**src/rtl/uart_pkg.sv**
```systemverilog
// -----------------------------------------------------------------------------
// uart_pkg
// Shared definitions for the UART transmitter and receiver on the same link.
//   uart_state_e    : frame-sequencing states (PARITY only reachable when the
//                     UART_TX_PARITY_EN macro is defined in the transmitter)
//   UART_DATA_BITS  : payload bits per frame
//   UART_IDLE_LEVEL : line level between frames and during stop bits
//   even_parity()   : parity bit that makes the count of ones even
// -----------------------------------------------------------------------------
package uart_pkg;

   localparam int   UART_DATA_BITS  = 8;
   localparam logic UART_IDLE_LEVEL = 1'b1;

   typedef enum logic [2:0] {
      IDLE,
      START,
      DATA,
      PARITY,
      STOP
   } uart_state_e;

   function automatic logic even_parity(input logic [UART_DATA_BITS-1:0] data);
      return ^data;
   endfunction

endpackage

```
**src/rtl/uart_baud_tick.sv**
```systemverilog
// -----------------------------------------------------------------------------
// uart_baud_tick
// Free-running bit-period counter. Counts 0..CLKS_PER_BIT-1 and wraps, raising
// tick for the single cycle in which the count sits at its last value.
//   clk   : system clock
//   rst   : synchronous active-high reset (count -> 0)
//   clear : synchronous clear, restarts the bit period from 0
//   tick  : one-cycle pulse marking the last cycle of a bit period
// Parameters: CLKS_PER_BIT (2..65535)
// -----------------------------------------------------------------------------
module uart_baud_tick #(
   parameter int CLKS_PER_BIT = 16
) (
   input  logic clk,
   input  logic rst,
   input  logic clear,
   output logic tick
);

   localparam int CNT_W = (CLKS_PER_BIT > 1) ? $clog2(CLKS_PER_BIT) : 1;
   localparam logic [CNT_W-1:0] LAST_COUNT = CNT_W'(CLKS_PER_BIT - 1);

   logic [CNT_W-1:0] cnt_q;
   logic [CNT_W-1:0] cnt_d;

   // tick is taken from the count alone so that clear (which the parent derives
   // from a state change caused by tick) never feeds back into tick.
   assign tick = (cnt_q == LAST_COUNT);

   always_comb begin
      cnt_d = cnt_q + CNT_W'(1);
      if (clear || tick) begin
         cnt_d = '0;
      end
   end

   always_ff @(posedge clk) begin
      if (rst) begin
         cnt_q <= '0;
      end else begin
         cnt_q <= cnt_d;
      end
   end

endmodule

```
**src/rtl/uart_transmitter.sv**
```systemverilog
// -----------------------------------------------------------------------------
// uart_transmitter
// Serial frame generator: start bit (0), 8 data bits LSB first, optional even
// parity bit, STOP_BITS stop bits (1). Each bit lasts CLKS_PER_BIT cycles.
//   clk      : system clock, rising edge
//   rst      : synchronous active-high reset
//   in_data  : byte to transmit, sampled only on the accept cycle
//   in_valid : in_data valid
//   in_ready : high while idle; a byte is accepted when in_valid && in_ready
//   tx       : serial line, registered, idles high
//   busy     : frame in progress
//   done     : one-cycle pulse on the cycle after the last stop bit
// Parameters: CLKS_PER_BIT (2..65535), STOP_BITS (1 or 2)
// Build option: define UART_TX_PARITY_EN to send an even-parity bit after the
// data bits; without it the PARITY state logic is compiled out.
// -----------------------------------------------------------------------------
module uart_transmitter
   import uart_pkg::*;
#(
   parameter int CLKS_PER_BIT = 16,
   parameter int STOP_BITS    = 1
) (
   input  logic                      clk,
   input  logic                      rst,
   input  logic [UART_DATA_BITS-1:0] in_data,
   input  logic                      in_valid,
   output logic                      in_ready,
   output logic                      tx,
   output logic                      busy,
   output logic                      done
);

   localparam logic [2:0] LAST_DATA_BIT = 3'(UART_DATA_BITS - 1);
   localparam logic [2:0] LAST_STOP_BIT = 3'(STOP_BITS - 1);

   uart_state_e               state_q, state_d;
   logic [UART_DATA_BITS-1:0] shift_q, shift_d;
   logic [2:0]                bit_cnt_q, bit_cnt_d;
   logic                      tx_q, tx_d;
   logic                      done_q, done_d;
`ifdef UART_TX_PARITY_EN
   logic                      parity_q, parity_d;
`endif

   logic bit_tick;
   logic baud_clear;

   // Restarting the bit period on every state entry guarantees a full-length
   // first bit; holding it cleared in IDLE keeps the count at 0 until accept.
   assign baud_clear = (state_q == IDLE) || (state_d != state_q);

   uart_baud_tick #(
      .CLKS_PER_BIT(CLKS_PER_BIT)
   ) u_baud_tick (
      .clk  (clk),
      .rst  (rst),
      .clear(baud_clear),
      .tick (bit_tick)
   );

   assign in_ready = (state_q == IDLE);
   assign busy     = (state_q != IDLE);
   assign tx       = tx_q;
   assign done     = done_q;

   always_comb begin
      state_d   = state_q;
      shift_d   = shift_q;
      bit_cnt_d = bit_cnt_q;
      done_d    = 1'b0;
`ifdef UART_TX_PARITY_EN
      parity_d  = parity_q;
`endif

      case (state_q)
         IDLE: begin
            if (in_valid && in_ready) begin
               shift_d   = in_data;
               bit_cnt_d = '0;
               state_d   = START;
`ifdef UART_TX_PARITY_EN
               parity_d  = even_parity(in_data);
`endif
            end
         end
         START: begin
            if (bit_tick) begin
               bit_cnt_d = '0;
               state_d   = DATA;
            end
         end
         DATA: begin
            if (bit_tick) begin
               shift_d = shift_q >> 1;
               if (bit_cnt_q == LAST_DATA_BIT) begin
                  bit_cnt_d = '0;
`ifdef UART_TX_PARITY_EN
                  state_d   = PARITY;
`else
                  state_d   = STOP;
`endif
               end else begin
                  bit_cnt_d = bit_cnt_q + 3'd1;
               end
            end
         end
`ifdef UART_TX_PARITY_EN
         PARITY: begin
            if (bit_tick) begin
               bit_cnt_d = '0;
               state_d   = STOP;
            end
         end
`endif
         STOP: begin
            // bit_cnt counts completed stop bits so 2-stop-bit frames reuse it.
            if (bit_tick) begin
               if (bit_cnt_q == LAST_STOP_BIT) begin
                  bit_cnt_d = '0;
                  done_d    = 1'b1;
                  state_d   = IDLE;
               end else begin
                  bit_cnt_d = bit_cnt_q + 3'd1;
               end
            end
         end
         default: begin
            state_d = IDLE;
         end
      endcase
   end

   // tx is registered from the next-state view so the line changes on the same
   // edge as the state, e.g. it falls on the edge that accepts a byte.
   always_comb begin
      tx_d = UART_IDLE_LEVEL;
      case (state_d)
         START:   tx_d = ~UART_IDLE_LEVEL;
         DATA:    tx_d = shift_d[0];
`ifdef UART_TX_PARITY_EN
         PARITY:  tx_d = parity_d;
`endif
         default: tx_d = UART_IDLE_LEVEL;
      endcase
   end

   always_ff @(posedge clk) begin
      if (rst) begin
         state_q   <= IDLE;
         shift_q   <= '0;
         bit_cnt_q <= '0;
         tx_q      <= UART_IDLE_LEVEL;
         done_q    <= 1'b0;
`ifdef UART_TX_PARITY_EN
         parity_q  <= 1'b0;
`endif
      end else begin
         state_q   <= state_d;
         shift_q   <= shift_d;
         bit_cnt_q <= bit_cnt_d;
         tx_q      <= tx_d;
         done_q    <= done_d;
`ifdef UART_TX_PARITY_EN
         parity_q  <= parity_d;
`endif
      end
   end

endmodule

```
**config.mk**
```make
export PLATFORM = sky130hd
export DESIGN_NAME = uart_transmitter
export DESIGN_NICKNAME = d
export VERILOG_FILES = /design/src/rtl/uart_pkg.sv /design/src/rtl/uart_baud_tick.sv /design/src/rtl/uart_transmitter.sv
export SDC_FILE = /design/constraint.sdc
export NUM_CORES = 1
export LEC_CHECK = 0
export CAP_MARGIN = 20
export CORE_UTILIZATION = 45
export CTS_CLUSTER_SIZE = 28
export DETAILED_ROUTE_END_ITERATION = 7
export PLACE_DENSITY_LB_ADDON = 0.1
export SLEW_MARGIN = 20
export SYNTH_ARGS = -nofsm -noshare
export SYNTH_HDL_FRONTEND = slang
export SYNTH_SLANG_ARGS = --single-unit
```
**constraint.sdc**
```tcl
create_clock -name clk -period 4.3 [get_ports clk]
set_input_delay 0.86 -clock clk [delete_from_list [all_inputs] [get_ports clk]]
set_output_delay 0.86 -clock clk [all_outputs]
set_load 0.05 [all_outputs]
```
== Word-level counts from Yosys, hierarchy flattened ==
Index checks and enable logic that the tools add are counted.

* Register bits: 20
* Logic and storage cells: 54

* Add/subtract/negate cells: 2
* Equality and inequality tests: 12
* Multiplexer cells: 19
* Bitwise gates (word level): 2
* Reduce and logical (&&, ||, !) cells: 12

{| class="wikitable"
|+ Operator list
! kind !! number
|-
| 3-bit two-way mux || 12
|-
| 3-bit one-hot mux with 4 select lines || 2
|-
| 8-bit two-way mux || 2
|-
| 8-bit one-hot mux with 2 select lines || 1
|-
| 2-bit by 1-bit inequality test with 1-bit output, second input constant || 4
|-
| 3-bit by 1-bit equality test with 1-bit output, second input constant || 2
|-
| 3-bit by 2-bit equality test with 1-bit output, second input constant || 2
|-
| 3-bit equality test, second input constant || 2
|-
| 3-bit zero test || 2
|-
| 5-bit AND reduction || 1
|-
| 4-bit by 1-bit adder with 4-bit output, second input constant || 1
|-
| 4-bit equality test, second input constant || 1
|-
| 4-bit nonzero test || 1
|-
| 3-bit by 1-bit adder with 3-bit output, second input constant || 1
|-
| 3-bit inequality test || 1
|-
| 3-bit AND reduction || 1
|-
| 3-bit nonzero test || 1
|-
| 3-bit OR reduction || 1
|-
| 1-bit logical OR || 2
|-
| 1-bit NOT || 2
|-
| 1-bit one-hot mux with 2 select lines || 1
|-
| 2-bit nonzero test || 1
|-
| 2-bit OR reduction || 1
|-
| 1-bit logical AND || 1
|-
| 1-bit two-way mux || 1
|}

== Logic depth before layout (Yosys ltp) ==
Gate-level depths: netlist of the first run.

* Depth after elaboration: 8
* Depth in mapped cells: 6
* Mapped depth without buffers: 6

== Hierarchy ==
A second synthesis of the first run with hierarchy kept.

* Cells, all modules: 109
* Area total of the unflattened synthesis: 1,029.7 um2

{| class="wikitable"
|+ By module, submodules not included
! module !! times used !! cells an instance !! area each (um2)
|-
| uart_transmitter || 1 || 93 || 872.1
|-
| uart_baud_tick || 1 || 16 || 157.7
|}

== Worst setup path after synthesis of the first run ==
Ideal clock, no wire load.

* Path type: register to output
* From: reg state_q[2]
* To: out in_ready
* Arrival: 1,423 ps
* Data required time: 3,440 ps
* Path slack: 2,017 ps
* Cell stages (with the launch flop): 4
* Cells stage by stage: dfxtp_1 > buf_6 > or3_1 > inv_1

* Cells in the longest elaborated chain, start to end: 1

{| class="wikitable"
|+ RTL lines
! item !! line !! text
|-
| start, declared || uart_transmitter.sv:36 || <nowiki>uart_state_e state_q, state_d;</nowiki>
|-
| start signal, assigned || uart_transmitter.sv:158 || <nowiki>state_q <= state_d;</nowiki>
|-
| 3-bit zero test || uart_transmitter.sv:61 || <nowiki>assign in_ready = (state_q == IDLE);</nowiki>
|-
| end, declared || uart_transmitter.sv:27 || <nowiki>output logic in_ready,</nowiki>
|}

No other way between the ends.

== Final worst setup path of the first run ==
Ends and elaborated chain as after synthesis.

==> flow_summary.ini, run 1 <==
[status]
status = completed

[clock_network]
hold_buffers = 0
cts_setup_buffers = 0
cts_buffers = 3
cts.reportedPaths.clkPinSlew_ns = 0.12
root_buffer = clkbuf_4
clk_latency_ns = 0.30
cts_max_path_buffers = 2
post_cts_resized = 0
clock_sinks = 20
cts_tree = done
h-tree-depth = 1

[yosys]
synth_top_family_by_area = simple AND/OR/NAND/NOR gates
synthTopCellsByArea = dfxtp_1, ha_1, a21oi_1
synth_top_flop_cell = dfxtp_1
synth_area_mm2 = 0.00103
synth_common_cells = dfxtp_1, nand2_1, a21oi_1
synthAdderAreaFrac_pct = 4.87
seq_area_frac_synth_pct = 39.0
ys_types = 41
async_flop_share_pct = 0
synth_enable_flop_cells = 0
syn_nets = 129
yosysTopAreaCellShare_pct = 39.0
synth_xor_area_share_pct = 2.56
yosys.area_share.simple_pct = 22.9
synth.area.mux_share_pct = 3.41
synth_cells = 114
ys_warn_count = 0
synth_compound_area_share_pct = 19.1
ys_seq_elements = 20
yosysMostFrequentCell = dfxtp_1
syn_avg_cell_area_um2 = 9.01
synth_largest_area_cell = dfxtp_1

[power]
p_comb_share_pct = 13.3
net-switching-power_uw = 89.2
p_clk_share_pct = 31.2
p_per_area_mw_per_mm2 = 301
p_leak_nw = 0.456
p_seq_share_pct = 55.5
switching_share_pct = 25.1
p_int_uw = 266
ir_worst_vdd_v = 0.000196

[placed_design]
numPortBuffers = 14
placed_area_mm2 = 0.00114
dp_hpwl_um = 1320
gp_congestion = 0.741

[detailed_routing]
vias = 834
viasPerCell = 5.52
wl_per_cell_um = 12.6
drt_iter0_drc = 21
drc = 0
dr.pass1.iters = 4
routed_wl_um = 1900
postRouteAntennaNets = 0

[floorplan]
die_area_mm2 = 0.00248
io-pin-count = 15
start_util_pct = 49.8
fp.dieW_um = 49.8
die_h_um = 49.8
rows = 16
coreArea_mm2 = 0.00206

[finish]
areaGrowthSynthToFinish_pct = 14.9
fin_nets = 140
fin_area_mm2 = 0.00118
final_util_pct = 57.2
diodes = 0
drive_gt1_share_pct = 8.06

[critical_path]
worstPathRequired_ns = 3.44
critPathKind = reg2out
worstSetupEndpointType = output pin
cp-start-kind = flop
cp_data_arrival_time_ns = 1.98
worstPathCellList = or3_1 -> inv_1 -> clkdlybuf4s50_1
cp_slowest_cell = clkdlybuf4s50_1
crit_path_max_fanout = 9
cpPeakStageDelay_ns = 0.78
reg2reg_slack_ns = 2.26
reg2regPathDepth = 4

[timing]
setup_tns_ns = 0
maxSlewHeadroom_pct = 28.7
timing.fmax_ghz = 0.353
fin_skew_ns = 0.00493
setup_viol = 0
worst_pin_slew_ns = 1.07
finalCritPeriodShare_pct = 65.9
finalHoldViolCount = 0
fin_crit_ns = 2.84
rsz0062_at_grt = no
finalMaxSlewViolations = 0

[global_routing]
grt_antenna_before_repair = 0
grt_start_max_net_pins = 22
first_global_vias = 762
grt_pass1_wl_um = 3200
track_usage_pct = 17.2
grt_overflow = 0

[min_path]
whs_path_depth = 1
min_path_type = reg2reg

[job]
max_cap_viol_count = 0
[through the flow]
step	cells	total power [mW]	setup WS (ns)	hold slack, ns
after floorplan	114	0.233	2.02	0.418
after global placement	147	0.248	1.49	0.434
after detailed placement	147	0.248	1.45	0.444
after CTS	151	0.360	1.45	0.463
after global routing	151	0.372	1.40	0.495
final	151	0.355	1.46	0.456
[worst max-delay path: cells and delay by family (launching register included)]
kind	cells	cell delay, ns
flops	1	0.42
buf+inv	2	0.84
simple gates	1	0.41
[final timing paths]
check                                                        to                       startpoint
worst min-delay path            u_baud_tick.cnt_q[0]$_SDFF_PP0_  u_baud_tick.cnt_q[0]$_SDFF_PP0_
worst max register to register          shift_q[4]$_SDFFE_PP0P_            state_q[2]$_SDFF_PP0_
worst min register to register  u_baud_tick.cnt_q[0]$_SDFF_PP0_  u_baud_tick.cnt_q[0]$_SDFF_PP0_
worst max-delay path                                   in_ready            state_q[2]$_SDFF_PP0_
[kinds of logic (layout without fill, tap and decap cells)]
family,after synthesis,in the layout
flops,20,20
fa+ha+maj,4,4
buf+inv,15,25
mux,3,3
compound gates,29,29
simple gates,40,40
xor+xnor,3,3
[metal layers]
metal / vias to the layer above / wire length [µm] / share of wire (%) / GRT usage [%]
li1: 423 / - / - / -
met1: 384 / 919 / 48 / 20.7
met2: 21 / 868 / 46 / 27.3
met3: 6 / 65 / 3.4 / 4.32
met4: 0 / 44 / 2.3 / 10.5
met5: - / 0 / 0 / 0
[layout make-up]
type                            instances  area [µm²]
Fill cell                             200         882
Multi-Input combinational cell         79         543
Sequential cell                        20         400
Timing Repair Buffer                   14         140
Clock buffer                            4        36.3
Tap cell                               27        33.8
Inverter                                7        26.3
[power groups by stage]
stage,Sequential (mW),Combinational (mW),Clock [mW]
finish,0.197,0.0471,0.111
global route,0.198,0.0510,0.123
CTS,0.197,0.0474,0.115
detailed placement,0.201,0.0472,0
global placement,0.201,0.0469,0
floorplan,0.202,0.0313,0
[registers in the layout (all words and copies together) (netlist names)]
| register | cells |
|---|---|
| state_q | 3 |
| tx | 1 |
| bit_cnt_q | 3 |
| u_baud_tick.cnt_q | 4 |
| done | 1 |
| shift_q | 8 |
[placed cells by master (no fill, tap or decap), drive strengths merged]
master,synthesis,layout
a22oi,6,6
a32o,1,1
inv,7,7
nand4,1,1
a31oi,1,1
a211oi,2,2
a311oi,1,1
nand3,2,2
nor2,9,9
dfxtp,20,20
and3,1,1
xnor2,1,1
a32oi,1,1
or3,1,1
nor3,1,1
nor2b,4,4
nand2b,2,2
xor2,2,2
nor3b,2,2
nor4b,1,1
and2,1,1
mux2i,2,2
ha,4,4
or3b,3,3
o21ai,3,3
o311ai,1,1
o22ai,2,2
mux2,1,1
clkdlybuf4s50,0,14
a21oi,10,10
a211o,1,1
nand3b,1,1
clkbuf,3,4
nand2,11,11
Power figures use the tool's default switching activity.
==> run 2, diff against run 1 <==
==> constraint.sdc (replaced) <==
create_clock -name clk -period 2.6 [get_ports clk]
set_input_delay 0.52 -clock clk [delete_from_list [all_inputs] [get_ports clk]]
set_output_delay 0.52 -clock clk [all_outputs]
set_load 0.05 [all_outputs]
==> flow_summary.ini, run 2 (same netlist as run 1, synthesis figures left out) <==
[finish]
fin_cells = 153
drive_gt1_share_pct = 9.52
largestRegisters = shift_q x8, u_baud_tick.cnt_q x4
fin_nets = 142
layout_commonest_cell = dfxtp_1
areaGrowthSynthToFinish_pct = 17.9
diodes = 0
top_register = shift_q
fill_cells = 191
largest_register_ffs = 8
layout_common_cells = dfxtp_1, clkdlybuf4s50_1, nand2_1
fin_area_mm2 = 0.00121

[power]
p_per_area_mw_per_mm2 = 547
ir_worst_vdd_v = 0.000390
p_leak_nw = 0.473

[clock_network]
cts_setup_buffers = 0
clk_latency_ns = 0.31
hold_buffers = 0
cts.reportedPaths.clkPinSlew_ns = 0.12
cts_tree = done
cts_buffers = 3
h-tree-depth = 1
clock_sinks = 20
post_cts_resized = 0
cts_max_path_buffers = 2
root_buffer = clkbuf_4

[detailed_routing]
drc = 0
viasPerCell = 5.37
drt_iter0_drc = 11
wl_per_cell_um = 12.2
vias = 822
postRouteAntennaNets = 0
routed_wl_um = 1860
dr.pass1.iters = 4

[floorplan]
rows = 16
die_area_mm2 = 0.00248
io-pin-count = 15
start_util_pct = 49.8
fp.dieW_um = 49.8
die_h_um = 49.8
coreArea_mm2 = 0.00206

[global_routing]
track_usage_pct = 16.9
grt_antenna_before_repair = 0
grt_start_max_net_pins = 14
first_global_vias = 729
grt_pass1_wl_um = 3200
grt_overflow = 0

[placed_design]
place_inst = 149
gp_congestion = 0.783
dp_hpwl_um = 1430
preCtsSetupSlack_ns = 0.450
numPortBuffers = 14
placed_area_mm2 = 0.00116

[critical_path]
worstPathRequired_ns = 2.08
worstReg2RegEnd = tx$_SDFF_PP1_
reg2regPathDepth = 4
crit_end = in_ready
crit_path_max_fanout = 9
reg2reg_slack_ns = 0.93
cp_data_arrival_time_ns = 1.97
worstSetupEndpointType = output pin
critPathKind = reg2out
cp-start-kind = flop
crit_start = state_q[2]$_SDFF_PP0_
rr_startpoint = state_q[1]$_SDFF_PP0_

[timing]
setup_tns_ns = 0
finalMaxSlewViolations = 0
setup_viol = 0
maxSlewHeadroom_pct = 65.7
fin_skew_ns = 0.00961
timing.fmax_ghz = 0.402
finalCritPeriodShare_pct = 95.7
worst_pin_slew_ns = 0.514
fin_crit_ns = 2.49
rsz0062_at_grt = no
layout_setup_ws_ns = 0.113
finalHoldViolCount = 0

[status]
status = completed

[min_path]
min_from = u_baud_tick.cnt_q[0]$_SDFF_PP0_
min_path_type = reg2reg

[job]
max_cap_viol_count = 0
[run 2: changes by cell type in the layout (fill, tap and decap cells not counted), sizes merged]
cell / before / now
bufinv: 0 / 1
clkbuf: 4 / 3
buf: 0 / 2
[run 2: layer usage]
layer  global-route usage [%]  vias up  wire length [µm]
met3                     5.56        0                79
met4                     1.43        0                 0
li1                         -      424                 -
met2                     29.1       17               918
met5                        0        -                 0
met1                     21.2      381               862
[run 2: worst max-delay path: stages, from the launching register on]
cell and delay (ns):
dfxtp_1 0.41, or3_1 0.41, inv_1 0.06, clkdlybuf4s50_1 0.79
[run 2: worst min path at each step]
stage / endpoint / slack (ns) / cells after the start
2_1_floorplan: u_baud_tick.cnt_q[0]$_SDFF_PP0_ / 0.42 / 1
3_3_place_gp: u_baud_tick.cnt_q[0]$_SDFF_PP0_ / 0.44 / 1
3_5_place_dp: u_baud_tick.cnt_q[0]$_SDFF_PP0_ / 0.44 / 1
4_1_cts: u_baud_tick.cnt_q[0]$_SDFF_PP0_ / 0.47 / 1
5_1_grt: shift_q[2]$_SDFFE_PP0P_ / 0.49 / 2
6_report: u_baud_tick.cnt_q[0]$_SDFF_PP0_ / 0.46 / 1
[run 2: per-stage QoR]
step | util (%) | hold WS, ns | total power, mW
after floorplan | - | 0.418 | 0.385
after global placement | 56.2 | 0.439 | 0.413
after detailed placement | 56.2 | 0.444 | 0.414
after CTS | 58.7 | 0.467 | 0.670
after global routing | 58.7 | 0.491 | 0.690
final | 58.7 | 0.464 | 0.663
[run 2: final cells by class]
type	instances	area, µm²	share of cell area [%]
Timing Repair Buffer	16	155	12.8
Tap cell	27	33.8	2.79
Clock inverter	1	30.0	2.48
Inverter	7	26.3	2.17
Clock buffer	3	22.5	1.86
Sequential cell	20	400	33.1
Multi-Input combinational cell	79	543	44.8
[run 2: power by group]
group / internal [mW] / switching, mW
sequential: 0.318 / 0.00810
clock: 0.156 / 0.100
combinational: 0.0388 / 0.0422
total: 0.512 / 0.150
==> run 3, diff against run 2 <==
--- a/config.mk
+++ b/config.mk
@@ -6,8 +6,8 @@
 export NUM_CORES = 1
 export LEC_CHECK = 0
 export CAP_MARGIN = 20
+export CORE_MARGIN = 2
 export CORE_UTILIZATION = 45
-export CTS_CLUSTER_SIZE = 28
 export DETAILED_ROUTE_END_ITERATION = 7
 export PLACE_DENSITY_LB_ADDON = 0.1
 export SLEW_MARGIN = 20
==> flow_summary.ini, run 3 (same netlist as run 1, synthesis figures left out) <==
[global_routing]
grt_antenna_before_repair = 0
grt_overflow = 0
grt_pass1_wl_um = 2930
track_usage_pct = 14.8
grt_start_max_net_pins = 16
first_global_vias = 693

[critical_path]
worstPathRequired_ns = 2.08
reg2reg_slack_ns = 0.91
crit_family = buffers and inverters
critPathKind = reg2out
path_buf_inv = 1
worstPathCellList = or3_1 -> clkdlybuf4s50_1
cp-start-kind = flop
worstSetupEndpointType = output pin
crit_path_max_fanout = 9
cp_data_arrival_time_ns = 1.85
cp_slowest_cell = clkdlybuf4s50_1
cpPeakStageDelay_ns = 0.71

[min_path]
min_path_type = reg2reg

[finish]
fin_cells = 154
multi_input_area_um2 = 543
areaGrowthSynthToFinish_pct = 18.3
top_register = shift_q
fin_nets = 142
layout_commonest_cell = dfxtp_1
diodes = 0
largest_register_ffs = 8
fill_cells = 202
largestRegisters = shift_q x8, u_baud_tick.cnt_q x4
layout_common_cells = dfxtp_1, clkdlybuf4s50_1, nand2_1
drive_gt1_share_pct = 9.52
seqCellArea_um2 = 400

[timing]
setup_viol = 0
finalCritPeriodShare_pct = 91.1
finalHoldViolCount = 0
finalMaxSlewViolations = 0
worst_pin_slew_ns = 0.515
setup_tns_ns = 0
rsz0062_at_grt = no
maxSlewHeadroom_pct = 65.6
fin_crit_ns = 2.37
timing.fmax_ghz = 0.422
fin_skew_ns = 0.00573

[floorplan]
coreArea_mm2 = 0.00219
fp.dieW_um = 51.8
io-pin-count = 15
die_area_mm2 = 0.00268
die_h_um = 51.8
start_util_pct = 46.9
rows = 17

[detailed_routing]
dr.pass1.iters = 4
drt_iter0_drc = 8
postRouteAntennaNets = 0
viasPerCell = 5.29
routed_wl_um = 1820
wl_per_cell_um = 11.8
drc = 0
vias = 814

[placed_design]
dp_hpwl_um = 1290
numPortBuffers = 14
place_inst = 150
gp_congestion = 0.854

[power]
p_per_area_mw_per_mm2 = 547
switching_share_pct = 23.0
net-switching-power_uw = 153
p_leak_nw = 0.477
p_int_uw = 512
p_comb_share_pct = 12.1
ir_worst_vdd_v = 0.000319
p_clk_share_pct = 39.0
p_seq_share_pct = 48.9

[clock_network]
clk_latency_ns = 0.31
cts_max_path_buffers = 2
cts_buffers = 3
hold_buffers = 0
clock_sinks = 20
h-tree-depth = 1
cts.reportedPaths.clkPinSlew_ns = 0.12
root_buffer = clkbuf_4
cts_tree = done

[job]
max_cap_viol_count = 0

[status]
status = completed
run 3: cell count changes in the layout (fill, tap and decap cells not counted), sizes merged:
cell           before  now
clkdlybuf4s50      14   13
dlymetal6s2s        0    1
run 3: timing repair:
item / 4_1_cts / 5_1_grt
endpoints found under the hold margin: 0 / 0
gates resized for setup: 0 / 1
setup buffers: 0 / 0
setup endpoints to repair: 0 / 1
run 3: final cells by class:
| type | count | share of cell area [%] |
|---|---|---|
| Clock inverter | 1 | 2.47 |
| Inverter | 7 | 2.16 |
| Timing Repair Buffer | 16 | 13.0 |
| Sequential cell | 20 | 33.0 |
| Tap cell | 28 | 2.88 |
| Clock buffer | 3 | 1.85 |
| Multi-Input combinational cell | 79 | 44.7 |
run 3: layer usage:
metal	GRT usage, %	vias to the layer above	wire length, µm
met3	2.87	4	63
met4	7.02	0	27
met1	17.7	371	868
met5	0	-	0
met2	25.4	13	859
li1	-	426	-
run 3: final timing paths:
check	startpoint	cells past startpoint	endpoint
min	u_baud_tick.cnt_q[0]$_SDFF_PP0_	1	u_baud_tick.cnt_q[0]$_SDFF_PP0_
min reg2reg	u_baud_tick.cnt_q[0]$_SDFF_PP0_	1	u_baud_tick.cnt_q[0]$_SDFF_PP0_
max reg2reg	state_q[1]$_SDFF_PP0_	4	tx$_SDFF_PP1_
max	state_q[2]$_SDFF_PP0_	2	busy
run 3: per-stage QoR:
step                setup WS [ns]  total power [mW]  area [µm²]  hold WS [ns]  util, %
floorplan                   0.657             0.385        1030         0.418        -
global placement            0.471             0.413        1160         0.430     52.9
detailed placement          0.442             0.414        1160         0.447     52.9
CTS                        0.0824             0.671        1210         0.465     55.3
global route                0.156             0.691        1210         0.485     55.5
finish                      0.231             0.665        1210         0.459     55.5
run 3: power by group through the flow:
stage               clock network, mW  logic, mW  registers [mW]
floorplan                           0     0.0518           0.333
global placement                    0     0.0812           0.332
detailed placement                  0     0.0811           0.332
CTS                             0.264     0.0814           0.325
global route                    0.275     0.0880           0.327
finish                          0.259     0.0804           0.326
